--- src/rtl/flash_rom_loader.sv ---
// flash_rom_loader: boot-time copy of a 2**A byte image from SPI flash
// (single READ 0x03 at FLASH_BASE) into a RAM-resident ROM through a
// simple address/data/write-enable port. SPI mode 0, MSB first.
module flash_rom_loader #(
    parameter int          A          = 14,
    parameter logic [23:0] FLASH_BASE = 24'h000000,
    parameter int          DIV        = 1
) (
    input  logic         clock,
    input  logic         reset,
    input  logic         start,
    output logic         busy,
    output logic         done,
    output logic         spi_cs_n,
    output logic         spi_sck,
    output logic         spi_mosi,
    input  logic         spi_miso,
    output logic [A-1:0] ram_a,
    output logic [7:0]   ram_d,
    output logic         ram_we
);

    localparam int          CW       = (DIV > 1) ? $clog2(DIV) : 1;
    localparam logic [CW-1:0] CNT_MAX  = CW'(DIV - 1);
    localparam logic [31:0] CMD_WORD = {8'h03, FLASH_BASE};

    typedef enum logic [1:0] {S_IDLE, S_CMD, S_DATA, S_FIN} state_t;

    state_t        state_q, state_d;
    logic [CW-1:0] cnt_q, cnt_d;
    logic          sck_q, sck_d;
    logic          cs_n_q, cs_n_d;
    logic          mosi_q, mosi_d;
    logic          busy_q, busy_d;
    logic          done_q, done_d;
    logic [31:0]   cmd_sr_q, cmd_sr_d;
    logic [4:0]    cmd_bit_q, cmd_bit_d;
    logic [A-1:0]  byte_idx_q, byte_idx_d;
    logic [2:0]    bit_idx_q, bit_idx_d;
    logic [6:0]    rx_q, rx_d;
    logic [A-1:0]  ram_a_q, ram_a_d;
    logic [7:0]    ram_d_q, ram_d_d;
    logic          ram_we_q, ram_we_d;

    // Next-state logic: FSM, half-period divider, shift registers and write strobe.
    always_comb begin
        state_d    = state_q;
        cnt_d      = cnt_q;
        sck_d      = sck_q;
        cs_n_d     = cs_n_q;
        mosi_d     = mosi_q;
        busy_d     = busy_q;
        done_d     = done_q;
        cmd_sr_d   = cmd_sr_q;
        cmd_bit_d  = cmd_bit_q;
        byte_idx_d = byte_idx_q;
        bit_idx_d  = bit_idx_q;
        rx_d       = rx_q;
        ram_a_d    = ram_a_q;
        ram_d_d    = ram_d_q;
        ram_we_d   = 1'b0;

        case (state_q)
            S_IDLE: begin
                if (start) begin
                    state_d    = S_CMD;
                    done_d     = 1'b0;
                    busy_d     = 1'b1;
                    cs_n_d     = 1'b0;
                    sck_d      = 1'b0;
                    mosi_d     = CMD_WORD[31];
                    cmd_sr_d   = CMD_WORD << 1;
                    cmd_bit_d  = 5'd0;
                    byte_idx_d = '0;
                    bit_idx_d  = 3'd0;
                    cnt_d      = '0;
                end
            end
            S_CMD, S_DATA: begin
                if (cnt_q != CNT_MAX) begin
                    cnt_d = cnt_q + CW'(1);
                end else begin
                    cnt_d = '0;
                    if (!sck_q) begin
                        // Rising SCK: sample MISO; the 8th data bit completes a byte.
                        sck_d = 1'b1;
                        rx_d  = {rx_q[5:0], spi_miso};
                        if (state_q == S_DATA && bit_idx_q == 3'd7) begin
                            ram_we_d = 1'b1;
                            ram_a_d  = byte_idx_q;
                            ram_d_d  = {rx_q, spi_miso};
                        end
                    end else begin
                        // Falling SCK: present the next command bit or advance the data counters.
                        sck_d = 1'b0;
                        if (state_q == S_CMD) begin
                            if (cmd_bit_q == 5'd31) begin
                                state_d = S_DATA;
                                mosi_d  = 1'b0;
                            end else begin
                                mosi_d    = cmd_sr_q[31];
                                cmd_sr_d  = cmd_sr_q << 1;
                                cmd_bit_d = cmd_bit_q + 5'd1;
                            end
                        end else if (bit_idx_q == 3'd7 && (&byte_idx_q)) begin
                            state_d = S_FIN;
                            cs_n_d  = 1'b1;
                        end else begin
                            bit_idx_d = bit_idx_q + 3'd1;
                            if (bit_idx_q == 3'd7) begin
                                byte_idx_d = byte_idx_q + A'(1);
                            end
                        end
                    end
                end
            end
            S_FIN: begin
                state_d = S_IDLE;
                done_d  = 1'b1;
                busy_d  = 1'b0;
            end
            default: begin
                state_d = S_IDLE;
            end
        endcase
    end

    // State register; reset aborts any transfer and returns every output to idle.
    always_ff @(posedge clock) begin
        if (reset) begin
            state_q    <= S_IDLE;
            cnt_q      <= '0;
            sck_q      <= 1'b0;
            cs_n_q     <= 1'b1;
            mosi_q     <= 1'b0;
            busy_q     <= 1'b0;
            done_q     <= 1'b0;
            cmd_sr_q   <= '0;
            cmd_bit_q  <= 5'd0;
            byte_idx_q <= '0;
            bit_idx_q  <= 3'd0;
            rx_q       <= '0;
            ram_a_q    <= '0;
            ram_d_q    <= 8'd0;
            ram_we_q   <= 1'b0;
        end else begin
            state_q    <= state_d;
            cnt_q      <= cnt_d;
            sck_q      <= sck_d;
            cs_n_q     <= cs_n_d;
            mosi_q     <= mosi_d;
            busy_q     <= busy_d;
            done_q     <= done_d;
            cmd_sr_q   <= cmd_sr_d;
            cmd_bit_q  <= cmd_bit_d;
            byte_idx_q <= byte_idx_d;
            bit_idx_q  <= bit_idx_d;
            rx_q       <= rx_d;
            ram_a_q    <= ram_a_d;
            ram_d_q    <= ram_d_d;
            ram_we_q   <= ram_we_d;
        end
    end

    assign busy     = busy_q;
    assign done     = done_q;
    assign spi_cs_n = cs_n_q;
    assign spi_sck  = sck_q;
    assign spi_mosi = mosi_q;
    assign ram_a    = ram_a_q;
    assign ram_d    = ram_d_q;
    assign ram_we   = ram_we_q;

endmodule
--- config.mk ---
export PLATFORM = sky130hd
export DESIGN_NAME = flash_rom_loader
export DESIGN_NICKNAME = d
export VERILOG_FILES = /design/src/rtl/flash_rom_loader.sv
export SDC_FILE = /design/constraint.sdc
export NUM_CORES = 1
export LEC_CHECK = 0
export CORE_UTILIZATION = 55
export CTS_BUF_LIST = sky130_fd_sc_hd__clkbuf_8
export CTS_CLUSTER_DIAMETER = 150
export DETAILED_ROUTE_END_ITERATION = 8
export GPL_TIMING_DRIVEN = 1
export PLACE_DENSITY = 0.82
export SLEW_MARGIN = 30
export SYNTH_ARGS = -nofsm -noshare
export SYNTH_HDL_FRONTEND = slang
export SYNTH_SLANG_ARGS = --single-unit
export TNS_END_PERCENT = 30
--- constraint.sdc ---
create_clock -name clock -period 2.87 [get_ports clock]
set_input_delay 0.574 -clock clock [delete_from_list [all_inputs] [get_ports clock]]
set_output_delay 0.574 -clock clock [all_outputs]
set_load 0.01 [all_outputs]
# [Word level (Yosys, flattened, before mapping)]
# Index checks and enable logic that the tools add are counted.
[word_totals] elab_cells=109 reg_bits=92 out_inout_bits=28 input_bits=4
[classes] eq_ne=16 bitwise_logic=3 mux=52 addsub=4 n_reduce_logical=19
[op_table] op="$mux 32" n=5
[op_table] op="$mux 14" n=6
[op_table] op="$pmux 32 s2" n=1
[op_table] op="$pmux 14 s2" n=1
[op_table] op="$mux 5" n=5
[op_table] op="$ne 2x2->1 const B" n=9
[op_table] op="$reduce_and 6->1" n=3
[op_table] op="$mux 3" n=5
[op_table] op="$add 14x1->14 const B" n=1
[op_table] op="$mux 1" n=14
[op_table] op="$reduce_and 14->1" n=1
[op_table] op="$mux 2" n=6
[op_table] op="$pmux 1 s2" n=6
[op_table] op="$pmux 5 s2" n=1
[op_table] op="$reduce_and 5->1" n=2
[op_table] op="$reduce_and 7->1" n=1
[op_table] op="$ne 3x3->1 const B" n=2
[op_table] op="$pmux 2 s3" n=1
[op_table] op="$pmux 3 s2" n=1
[op_table] op="$reduce_and 3->1" n=2
[op_table] op="$add 5x1->5 const B" n=1
[op_table] op="$eq 5x5->1 const B" n=1
[op_table] op="$eq 2x2->1 const B" n=2
[op_table] op="$reduce_and 2->1" n=2
[op_table] op="other kinds (11)" n=15

# [Logic depth before layout (Yosys ltp)]
[depth] depth_word=7 ltp_mapped=9 depth_no_buf=7

# [Least setup slack after synthesis]
# Ideal clock, no wire load.
[synth_timing] path_type="register to register" from="reg state_q[0]" to="reg byte_idx_q[7]" setup_time_ns=0.116 path_slack_ns=0.593 n_path_buf=1 t_required_ns=2.754 arrival_ns=2.161 stages_incl_launch_ff=8 period_less_slack_ns=2.277 path_cell_list="dfxtp_1 -> inv_1 -> ha_1 -> nor2b_1 -> or4_1 -> clkbuf_2 -> or4_1 -> o211a_1"
[synth_via] elab_chain_cells=4 word_cells_on_any_way=13 classes_between="8 x eq/ne; 1 x mux; 4 x reduce/logical"
[synth_lines] item="from (decl)" line="29" source="state_t state_q, state_d;"
[synth_lines] item="from (signal assigned)" line="147" source="state_q <= state_d;"
[synth_lines] item="$eq 2x2->1 / $eq 2x1->1 (equally long branches)" line="63, 96"
[synth_lines] item="$reduce_or 2->1" line="63" source="case (state_q)"
[synth_lines] item="$ne 2x2->1 (no line) / $reduce_bool 2->1 (equally long branches)"
[synth_lines] item="$reduce_and 7->1 (no line)"
[synth_lines] item="to (signal assigned)" line="156" source="byte_idx_q <= byte_idx_d;"
[synth_lines] item="to (decl)" line="38" source="logic [A-1:0] byte_idx_q, byte_idx_d;"
# Several ways; a longest one is shown, not always the timed one.
# A chain may end at the register's enable or synchronous reset.

# [Worst setup path after layout]
[layout_timing] from="reg state_q[0]" to="reg byte_idx_q[10]"
# Same word-level chain as after synthesis.

==> metrics.txt <==
hold path start=ram_d[0]; worst vdd ir=0.0007951 V; worst r2r path cells=7; Skew-Pair Late Insertion Delay=0.35 ns; pre-CTS setup slack=0.2530 ns; library cells used by synthesis=52; setup slack after layout=0.3396 ns; Clock Sinks=66; Initial Util=58.46%; Cells after Synth=372; Max Freq=395.2 MHz; Worst Hold End=ram_d[0]; leakage power=1.222 nW; vias per cell=5.933; clock skew=0.006702 ns; clk slew on worst S/H paths=0.07 ns; WS Path Type=reg -> reg; Synth Area per Inst=8.180 um2; Tmin final=2.530 ns; layout cells sized above 1=8.642%; I/O pin cnt=32; Worst Hold Class=reg -> reg; Syn Nets=386; FP Rows=26; cell taking the most area after synthesis=dfxtp_1; Area contributors post-synth=dfxtp_1 (43%), nand2_1 (9.6%), a21oi_1 (7.7%); GRT Overall Usage=24.63%; top cells by count, synth=nand2_1 (78), dfxtp_1 (66), a21oi_1 (47); Final setup viols=0; DRT iter0 DRCs=246; Reg-to-Reg Start=state_q[0]; top-count cell post-synth=nand2_1; Clock Tree Root=clkbuf_8; Data arrival, critical path=2.74 ns; post-synth top area share=43.42%; final worst path period share=88.17%; cts repair resizes=0; Cell Count, Final, Fillers Out=475; number of buffers and inverters on the critical path=2; count of port buffers added during placement=31; PwrDens=819.0 nW/um2; Setup crit end kind=flip-flop; pins over their slew limit=0; Yosys reg bits=66; die height=76.38 um; outcome=complete, no violations; Worst Path Required=3.08 ns; Routed Antenna Nets=0; CP startpoint kind=flip-flop; Horiz. Die Dim=76.38 um; Placed Cells=459; routed vias=2818; cell mode on critical path=o41ai_1; setup tns final=0 ns; Final #Nets=414; Core ar.=5205 um2; ANT cells=0; area occupied by multi-input gates=1564 um2; CP max stage delay=0.65 ns; dominant synthesized flop cell=dfxtp_1; Crit Path Max Fanout=10; CP max stage cell=or4_1; post-CTS setup buffers=0; WL/cell=14.34 um; cts bufs inserted=9; Final Hold Vio Count=0; hold buffer count at CTS=0; RSZ-0062 raised after global routing=false; CTS tree=yes; Die Area=5834 um2; grt ovf=0; GPL Wtd Cong=0.8653; H-tree Lvls=3; EDFF count, synth=0; Worst R2R End=byte_idx_q[10]; DRC Markers=0; flop-to-flop setup slack=0.34 ns; WHS Path Cells=2; hold_ws=0.4541 ns; delay-heaviest family, CP=simple AND/OR/NAND/NOR gates; YS warnings=0; register area=1321 um2; fill cell count=442; Async SR Flop Fraction=0%; largest net degree at the start of global routing=54; slew margin rel.=51.08%; DRT Pass-1 Iters=5; Worst-Margin Slew=0.7323 ns; hpwl dp=4.487 mm; initial antenna violation count=0; first-pass GRT wire length=11.56 mm; maximum clock insertion buffer count=2; sequential-to-total area share from yosys stat=43.42%; max-cap viol count=0; layout overhead on the synthesized area=18.50%; Routed WL=6.813 mm; Mapped Area=3043 um2; vias in the first global route=2579; worst path cell trace=inv_1 -> ha_1 -> nor2b_1 -> or4_1 -> buf_4 -> o41ai_1 -> o41ai_1; post-route cell area=3606 um2; placed inst area=3413 um2
[through the flow]
step                      utilization [%]  total power [mW]
final                               69.28             2.953
after CTS                           69.28             2.944
after detailed placement            65.58             2.177
after global placement              65.58             2.148
after floorplan                         -             1.911
after global routing                69.28             3.120
[layer usage]
metal	track usage (%)	wire, um
met5	0	0
met1	29.93	3041
met4	13.46	146
met3	4.431	417
met2	41.17	3209
[cell usage in the layout (no fill, tap or decap), types with 2 or more instances in the layout]
master,count
a21oi_1,47
a311oi_1,3
and3_1,3
and4_1,2
buf_4,13
clkbuf_8,9
clkdlybuf4s50_1,30
clkinv_2,3
clkinvlp_4,2
dfxtp_1,66
ha_1,10
inv_1,10
mux2i_1,3
nand2_1,78
nand2b_1,7
nand3_1,20
nand3b_1,3
nand4_1,5
nor2_1,11
nor2b_1,6
nor3_1,2
nor4_1,11
o21a_1,2
o21ai_0,8
o22ai_1,2
o31a_1,4
o32ai_1,6
o41a_1,2
o41ai_1,7
or2_2,2
or3_1,3
or4_1,3
[power by group]
part | internal, mW | switching, mW
clock | 0.399 | 0.370
sequential | 0.986 | 0.0532
combinational | 0.416 | 0.729
total | 1.80 | 1.15
[state kept, by name, summed over array words and instances, names as in the netlist]
name and flops:
done 1, bit_idx_q 3, rx_q 7, state_q 2
cmd_sr_q 7, ram_a 14, spi_cs_n 1, busy 1
ram_we 1, spi_sck 1, byte_idx_q 14, spi_mosi 1
cmd_bit_q 5, ram_d 8
[tightest hold or removal path: cells and delay by family (launching register included)]
| kind | cells | cell delay, ns |
|---|---|---|
| and+or+nand+nor | 1 | 0.05 |
| DFF | 1 | 0.31 |
| AOI/OAI and AO/OA | 1 | 0.05 |
[cell families (layout without fill, tap and decap cells)]
logic type               after synthesis  in the layout  share of synthesized area (%)
buffers and inverters                 37             70                          5.181
adder cells (fa/ha/maj)               10             10                          4.112
AND/OR/NAND/NOR                      162            162                          26.40
AO/OA/AOI/OAI                         93             93                          19.61
multiplexers                           3              3                         0.9869
flip-flops                            66             66                          43.42
XOR/XNOR                               1              1                         0.2879
[cell type report]
| type | instances | area share [%] |
|---|---|---|
| Inverter | 10 | 1.041 |
| Clock inverter | 7 | 1.908 |
| Multi-Input combinational cell | 269 | 43.37 |
| Tap cell | 70 | 2.429 |
| Sequential cell | 66 | 36.64 |
| Timing Repair Buffer | 44 | 11.17 |
| Clock buffer | 9 | 3.435 |
[how the worst max path moves through the flow]
stage,to,slack (ns),cells after the start,start
2_1_floorplan,byte_idx_q[7],0.59,7,state_q[0]
5_1_grt,byte_idx_q[10],0.24,7,state_q[0]
3_5_place_dp,byte_idx_q[12],0.25,6,start
3_3_place_gp,byte_idx_q[12],0.31,6,start
6_report,byte_idx_q[10],0.34,7,state_q[0]
4_1_cts,byte_idx_q[10],0.37,7,state_q[0]
(Power assumes the default switching activity.)
